[config.mk]
export PLATFORM = sky130hd
export DESIGN_NAME = shift_add_multiplier_4_bit
export DESIGN_NICKNAME = d
export VERILOG_FILES = /design/src/rtl/shift_add_multiplier_4_bit.sv
export SDC_FILE = /design/constraint.sdc
export NUM_CORES = 1
export LEC_CHECK = 0
export BUFFER_PORTS_ARGS = -buffer_cell sky130_fd_sc_hd__buf_4
export CORE_ASPECT_RATIO = 0.75
export CORE_MARGIN = 2
export CORE_UTILIZATION = 50
export CTS_CLUSTER_SIZE = 16
export DETAILED_ROUTE_END_ITERATION = 7
export PLACE_DENSITY = 0.73
export SLEW_MARGIN = 10
export SYNTH_ARGS = -nofsm -noshare
export SYNTH_HDL_FRONTEND = slang
export SYNTH_SLANG_ARGS = --single-unit
export TNS_END_PERCENT = 5
[constraint.sdc]
create_clock -name CLK -period 5.2 [get_ports CLK]
set_input_delay 0.52 -clock CLK [delete_from_list [all_inputs] [get_ports CLK]]
set_output_delay 0.52 -clock CLK [all_outputs]
set_load 0.005 [all_outputs]
[src/rtl/shift_add_multiplier_4_bit.sv]
// 4x4 unsigned sequential shift-and-add multiplier.
// One 4-bit ripple adder is reused over four iterations. Each iteration adds
// the multiplicand into the upper half when the current multiplier bit is 1.
// The {P,Q} pair is then shifted right, with the adder carry entering at the top.

module ripple_addr_4_bit (
  input  logic [3:0] X,
  input  logic [3:0] Y,
  input  logic       C_in,
  output logic [3:0] Z,
  output logic       C_out
);
  logic [4:0] w_c;

  assign w_c[0] = C_in;

  for (genvar i = 0; i < 4; i++) begin : g_fa
    assign Z[i]     = X[i] ^ Y[i] ^ w_c[i];
    assign w_c[i+1] = (X[i] & Y[i]) | (w_c[i] & (X[i] ^ Y[i]));
  end

  assign C_out = w_c[4];
endmodule

module shift_add_multiplier_4_bit (
  input  logic       CLK,
  input  logic       RST,
  input  logic       start,
  input  logic [3:0] X,
  input  logic [3:0] Y,
  output logic [7:0] Z,
  output logic       busy,
  output logic       done
);
  typedef enum logic [1:0] {
    S_IDLE = 2'd0,
    S_CALC = 2'd1,
    S_DONE = 2'd2
  } state_t;

  state_t      r_state, w_next;
  logic [3:0]  r_a, r_p, r_q;
  logic [1:0]  r_cnt;
  logic [7:0]  r_z;
  logic [3:0]  w_addend, w_sum;
  logic        w_c;
  logic        w_last;

  // The addend is gated by the low multiplier bit, which is the bit being retired.
  assign w_addend = r_q[0] ? r_a : 4'b0000;
  assign w_last   = (r_cnt == 2'd3);

  ripple_addr_4_bit u_add (
    .X     (r_p),
    .Y     (w_addend),
    .C_in  (1'b0),
    .Z     (w_sum),
    .C_out (w_c)
  );

  // State register.
  always_ff @(posedge CLK or negedge RST) begin
    if (!RST) r_state <= S_IDLE;
    else      r_state <= w_next;
  end

  // Next-state logic. Start is only honoured in IDLE.
  always_comb begin
    w_next = r_state;
    case (r_state)
      S_IDLE:  if (start) w_next = S_CALC;
      S_CALC:  if (w_last) w_next = S_DONE;
      S_DONE:  w_next = S_IDLE;
      default: w_next = S_IDLE;
    endcase
  end

  // Operand capture and add-then-shift iteration.
  always_ff @(posedge CLK or negedge RST) begin
    if (!RST) begin
      r_a   <= 4'h0;
      r_p   <= 4'h0;
      r_q   <= 4'h0;
      r_cnt <= 2'd0;
    end else begin
      case (r_state)
        S_IDLE: if (start) begin
          r_a   <= X;
          r_q   <= Y;
          r_p   <= 4'h0;
          r_cnt <= 2'd0;
        end
        S_CALC: begin
          {r_p, r_q} <= {w_c, w_sum, r_q[3:1]};
          r_cnt      <= r_cnt + 2'd1;
        end
        default: ;
      endcase
    end
  end

  // The result register updates only on the final iteration, so it holds between operations.
  always_ff @(posedge CLK or negedge RST) begin
    if (!RST)                          r_z <= 8'h00;
    else if (r_state == S_CALC && w_last) r_z <= {w_c, w_sum, r_q[3:1]};
  end

  assign Z    = r_z;
  assign busy = (r_state == S_CALC);
  assign done = (r_state == S_DONE);
endmodule
==> metrics.yaml, run 1 <==
min_path:
  hold_class: "input port to asynchronous set/reset pin"
logic_synthesis:
  yosysUniqueCellTypes: 22
  synthTopCellsByCount: "24 x dfrtp_1, 11 x inv_1, 11 x mux2_2, 4 x nor4b_1"
  synthDominantCellAreaShare_pct: 54.5
  synth_edf_count: 0
  synthArstFlopShare_pct: 100
  synthesis.nets: 100
  netlist_instances: 84
  syn_avg_cell_area_sq_um: 13.1
  yosys.area.top_type: "dfrtp_1"
  ys_seq_area_share_pct: 54.5
  synth_area_sq_um: 1100
  ys_ff_latch: 24
  yosysMostFrequentCell: "dfrtp_1"
  synth_ff_type: "dfrtp_1"
  ys_warn_count: 0
  synth_area_leaders: "dfrtp_1 55%, mux2_2 11%, fa_1 5.5%"
global_routing:
  grt_use_met2_pct: 30.0
  globalRouteOverflowTotal: 0
  grt_max_degree: 25
  use_met3_pct: 6.43
  grt_use_met1_pct: 25.0
  top_usage_layer: "met2"
  groute.usage.overall_pct: 19.2
  grt_pass1_wl_mm: 3.56
  grt_antenna_before_repair: 0
  first_global_vias: 759
placement:
  numPortBuffers: 20
  place_congestion: 0.750
  post-dp-hpwl_mm: 1.50
clocking:
  cts.sinks: 24
  cts_max_level: 1
  root_buffer: "clkbuf_4"
  clock_latency_ns: 0.32
  cts_resized: 0
  cts_max_path_buffers: 2
  cts_tree: "built"
  cts.hold.buffers_added: 0
  cts_buffers: 3
  cts_setup_buffers: 0
  cts.clk_slew.worst_paths_ns: 0.13
setup_path:
  cp_max_fo: 5
  cp-start-kind: "flop"
  end_kind: "flop"
  required_ns: 5.44
  crit_type: "flop to flop"
  r2r-end: "Z[6]"
  ff2ff_path_depth: 7
  worstPathArrival_ns: 2.48
  r2r-start: "r_q[0]"
  r2r_slack_ns: 2.97
floorplanning:
  placementRows: 14
  dieArea_sq_um: 2600
  die_y_um: 44.6
  fp.coreArea_sq_um: 2050
  die_x_um: 58.2
  io_pins: 21
  start_util_pct: 53.7
route:
  drc: 0
  post_drt_wl_per_cell_um: 15.7
  via_per_inst: 5.49
  wirelength_mm: 2.03
  ant_nets: 0
  vias: 708
  dr.pass1.iters: 4
  detail_route.iter0.violations: 13
timing:
  worst_pin_slew_ns: 0.530
  relSlewSlack_pct: 64.6
  drv_slew: 0
  fmax_mhz: 448
  finalSetupViolCount: 0
  setup_tns_ns: 0
  fin_skew_ns: 0.00835
  period_needed_ns: 2.23
  final.period_utilization_pct: 42.9
  finalHoldViolCount: 0
  grt_setup_unrepaired: "false"
pwr:
  leakage_nw: 0.626
  p_per_area_nw_per_um2: 603
  finalPower_w: 0.000786
  ir_drop_mv: 0.345
cells_and_area:
  final_nets: 122
  diodes: 0
  drive_above_1_share_pct: 35.2
  syn_to_final_growth_pct: 18.4
status:
  status: "finished clean"
job:
  cap_violations: 0
## routing by layer
| layer | wire [um] | vias to the layer above |
|---|---|---|
| li1 | - | 333 |
| met1 | 970 | 351 |
| met2 | 922 | 17 |
| met3 | 92 | 7 |
| met4 | 40 | 0 |
| met5 | 0 | - |
## power breakdown
group | switching [W] | internal (W) | total [W]
registers | 0.0000735 | 0.000277 | 0.000350
clock network | 0.0000547 | 0.0000428 | 0.0000976
logic | 0.000145 | 0.000193 | 0.000338
total | 0.000273 | 0.000513 | 0.000786
## flip-flops by register name, indices dropped and copies added, names as in the netlist
name / cells
r_cnt: 2
Z: 8
r_p: 4
r_q: 4
r_a: 4
r_state: 2
## critical path, cell delays in order (launching register included)
cell,delay [ns]
dfrtp_1,0.43
and2_1,0.16
ha_1,0.19
fa_1,0.38
fa_1,0.37
inv_1,0.07
fa_1,0.42
mux2i_1,0.15
## area by class of cell
| class | count | area [sq um] |
|---|---|---|
| multi-input combinational | 46 | 445 |
| sequential | 24 | 601 |
| timing repair buffer | 20 | 150 |
| fill | 165 | 746 |
| tap | 24 | 30.0 |
| inverter | 11 | 41.3 |
| clock buffer | 4 | 36.3 |
## cell families after synthesis
logic type,Yosys count,synth area share (%)
adder cells (fa/ha/maj),5,7.73
AO/OA/AOI/OAI,11,8.30
AND/OR/NAND/NOR,17,11.4
flip-flops,24,54.5
multiplexers,13,13.1
buffers and inverters,14,5.00
## worst max path at each step
stage / slack, ns / depth (start not counted) / end / startpoint
final: 2.97 / 7 / Z[6] / r_q[0]
after global routing: 2.87 / 7 / Z[6] / r_q[0]
after CTS: 2.94 / 7 / Z[6] / r_q[0]
after detailed placement: 2.96 / 7 / Z[6] / r_q[0]
after global placement: 3.06 / 7 / Z[6] / r_q[0]
after floorplan: 3.10 / 7 / Z[6] / r_q[0]
## metrics by stage
step	utilization (%)	setup slack, ns	std cells	hold slack [ns]	cell area (sq um)
final	63.6	2.97	129	0.0670	1300
after global routing	63.6	2.87	129	0.0680	1300
after CTS	63.6	2.94	129	0.0680	1300
after detailed placement	61.8	2.96	125	0.433	1270
after global placement	61.8	3.06	125	0.434	1270
after floorplan	-	3.10	84	0.224	1100
## cells in the final DEF, fill, tap and decap left out
cell        n
fa_1        3
and2_1      3
dfrtp_1    24
mux2i_1     2
clkbuf_4    3
mux2_2     11
nor3b_2     1
buf_4      20
ha_1        2
nand3b_1    1
o2bb2ai_1   2
a211oi_1    3
o21bai_2    1
nor4b_1     4
nand2b_1    3
a22o_1      3
nor3b_1     3
inv_1      11
a21oi_1     1
nor2b_1     1
a221oi_1    1
clkbuf_8    1
nand2_1     1
Note: power is estimated with default switching activity, not from simulation.
==> run 2: changes to the inputs <==
--- a/config.mk
+++ b/config.mk
@@ -5,10 +5,11 @@
 export SDC_FILE = /design/constraint.sdc
 export NUM_CORES = 1
 export LEC_CHECK = 0
+export ABC_AREA = 1
 export BUFFER_PORTS_ARGS = -buffer_cell sky130_fd_sc_hd__buf_4
 export CORE_ASPECT_RATIO = 0.75
 export CORE_MARGIN = 2
-export CORE_UTILIZATION = 50
+export CORE_UTILIZATION = 48
 export CTS_CLUSTER_SIZE = 16
 export DETAILED_ROUTE_END_ITERATION = 7
 export PLACE_DENSITY = 0.73
==> constraint.sdc (replaced) <==
create_clock -name CLK -period 1.8 [get_ports CLK]
set_input_delay 0.18 -clock CLK [delete_from_list [all_inputs] [get_ports CLK]]
set_output_delay 0.18 -clock CLK [all_outputs]
set_load 0.005 [all_outputs]
==> run 2 against run 1 <==
Net effect: the run now ends with negative setup slack left; largest cell class unchanged; critical path type unchanged; global-route usage fell by 2.0 points; sequential power increased to 2.6 times the previous value; wire length increased by 0.49%; clock power grew to 4.0 times the previous value; synthesized cell count grew 48%; count of clock-buffer cells in the layout down 1; utilization shrank 2.6 points; cell area grew 6.3%; final cell count increased by 42%; die area rose by 6.2%; combinational power rose to 2.6 times the previous value; worst setup slack worse by 3.3 ns.
==> metrics.yaml, run 2 <==
status:
  status: "finished, violations left"
  violations: "negative setup slack"
setup_path:
  cp-start-kind: "flop"
  cp_max_fo: 2
  ff2ff_path_depth: 8
  r2r_slack_ns: -0.29
  crit_type: "flop to flop"
  end_kind: "flop"
  r2r-end: "r_p[2]"
  worstPathArrival_ns: 2.35
  required_ns: 2.06
  r2r-start: "r_a[0]"
timing:
  period_needed_ns: 2.09
  finalSetupViolCount: 4
  grt_setup_unrepaired: "true"
  final.period_utilization_pct: 116
  drv_slew: 0
  layout_setup_ws_ns: -0.288
  setup_tns_ns: -0.597
  whs_ns: 0.0832
  relSlewSlack_pct: 76.1
  finalHoldViolCount: 0
  fmax_mhz: 479
  fin_skew_ns: 0.0115
  worst_pin_slew_ns: 0.358
logic_synthesis:
  yosysMostFrequentCell: "nand2_1"
  synth_ff_type: "dfrtp_1"
  ys_ff_latch: 24
  synthesis.nets: 140
  netlist_instances: 124
  synth_area_leaders: "dfrtp_1 53%, nand2_1 18%, fa_1 5.3%"
  ys_seq_area_share_pct: 53.2
  synthDominantCellAreaShare_pct: 53.2
  syn_avg_cell_area_sq_um: 9.10
  synth_area_sq_um: 1130
  yosys.area.top_type: "dfrtp_1"
  ys_warn_count: 0
  yosysUniqueCellTypes: 16
  synth_edf_count: 0
  synthArstFlopShare_pct: 100
  synthTopCellsByCount: "55 x nand2_1, 24 x dfrtp_1, 9 x inv_1, 8 x nand3_1, 6 x o21ai_0"
route:
  detail_route.iter0.violations: 32
  dr.pass1.iters: 4
  via_per_inst: 4.66
  ant_nets: 0
  drc: 0
  post_drt_wl_per_cell_um: 11.1
  wirelength_mm: 2.04
  vias: 852
cells_and_area:
  diodes: 0
  final_nets: 166
  mostFrequentLayoutCells: "55 x nand2_1, 24 x dfrtp_1, 23 x buf_4"
  fill_cells: 213
  postLayoutCellArea_sq_um: 1390
  drive_above_1_share_pct: 30.2
  syn_to_final_growth_pct: 22.8
  mostFrequentLayoutCell: "nand2_1"
  instances_no_fill: 183
  largest_register_ffs: 8
global_routing:
  grt_max_degree: 25
  grt_antenna_before_repair: 0
  grt_pass1_wl_mm: 3.44
  groute.usage.overall_pct: 17.2
  globalRouteOverflowTotal: 0
  first_global_vias: 788
clocking:
  root_buffer: "clkbuf_4"
  cts.clk_slew.worst_paths_ns: 0.14
  clock_latency_ns: 0.32
  cts_buffers: 3
  cts_tree: "built"
  cts_max_path_buffers: 2
  cts_max_level: 1
  cts.sinks: 24
pwr:
  finalPower_w: 0.00219
  p_sw_w: 0.000822
  seqPwrFrac_pct: 42.0
  ir_drop_mv: 0.711
  p_comb_share_pct: 40.3
  leakage_nw: 0.748
  p_sw_share_pct: 37.5
  p_per_area_nw_per_um2: 1580
  clkPwrFrac_pct: 17.7
  intPower_w: 0.00137
placement:
  numPortBuffers: 20
  placedCellCount: 177
  place_area_sq_um: 1310
  place_congestion: 0.797
  post-dp-hpwl_mm: 1.52
floorplanning:
  fp.coreArea_sq_um: 2270
  placementRows: 15
  dieArea_sq_um: 2760
  start_util_pct: 49.7
  die_x_um: 60.0
  die_y_um: 46.0
  io_pins: 21
min_path:
  worst_hold_startpoint: "X[3]"
  hold_class: "input port to flop"
  hold_end: "r_a[3]"
  whs_path_depth: 3
job:
  cap_violations: 0
## run 2: cell count changes in the layout (fill, tap and decap cells not counted), sizes merged, moves of 4 or more
cell   delta
nand2    +58
mux2     -11
o21ai    +11
nand3     +8
nor3b     -4
nor4b     -4
## run 2: how the worst max path moves through the flow
stage           start      to  slack, ns  cells after the start
2_1_floorplan  r_q[0]  r_p[2]      -0.22                      8
3_3_place_gp   r_a[0]  r_p[2]      -0.21                      8
3_5_place_dp   r_a[0]  r_p[2]      -0.27                      8
4_1_cts        r_a[0]  r_p[2]      -0.29                      8
5_1_grt        r_a[0]  r_p[2]      -0.37                      8
6_report       r_a[0]  r_p[2]      -0.29                      8
## run 2: worst max-delay path, stage by stage, from the launching register on
cell     delay [ns]
dfrtp_1        0.41
nand2_1        0.07
inv_1          0.04
ha_2           0.17
fa_2           0.36
fa_2           0.35
inv_2          0.06
fa_2           0.44
o21ai_1        0.13
## run 2: repair_timing
item | CTS | global route
resized for setup | 1 | 1
hold buffers | 1 | 0
setup endpoints to repair | 6 | 6
hold endpoints to repair | 24 | 0
pin swaps | 2 | 1
buffers inserted | 0 | 1
gates cloned | 0 | 0
## run 2: kinds of logic after synthesis
logic type | after synthesis | synth area share (%)
AND/OR/NAND/NOR | 70 | 26.2
buffers and inverters | 14 | 6.54
flip-flops | 24 | 53.2
AO/OA/AOI/OAI | 11 | 6.54
adder cells (fa/ha/maj) | 5 | 7.54
## run 2: through the flow
stage          utilization [%]  worst slack, ns
2_1_floorplan                -           -0.215
3_3_place_gp              57.9           -0.206
3_5_place_dp              57.9           -0.268
4_1_cts                   60.6           -0.286
5_1_grt                   61.0           -0.370
6_report                  61.0           -0.288
## run 2: power by group through the flow
stage / clock network (W) / logic [W] / registers (W)
finish: 0.000388 / 0.000884 / 0.000922
global route: 0.000424 / 0.00102 / 0.000951
CTS: 0.000399 / 0.000878 / 0.000925
detailed placement: 0 / 0.000865 / 0.000935
global placement: 0 / 0.000849 / 0.000924
floorplan: 0 / 0.000629 / 0.000887
## run 2: final cells by class
class | instances | area (sq um) | area share [%]
tap | 34 | 42.5 | 3.07
clock buffer | 3 | 22.5 | 1.62
sequential | 24 | 601 | 43.3
clock inverter | 1 | 30.0 | 2.17
timing repair buffer | 24 | 183 | 13.2
inverter | 11 | 43.8 | 3.16
multi-input combinational | 86 | 464 | 33.5
## run 2: metal layers
layer,share of wire [%],vias up,track usage [%]
met5,0,-,0
met4,0.64,0,4.00
li1,-,434,-
met1,46,394,22.8
met3,4.5,2,5.11
met2,49,22,28.0
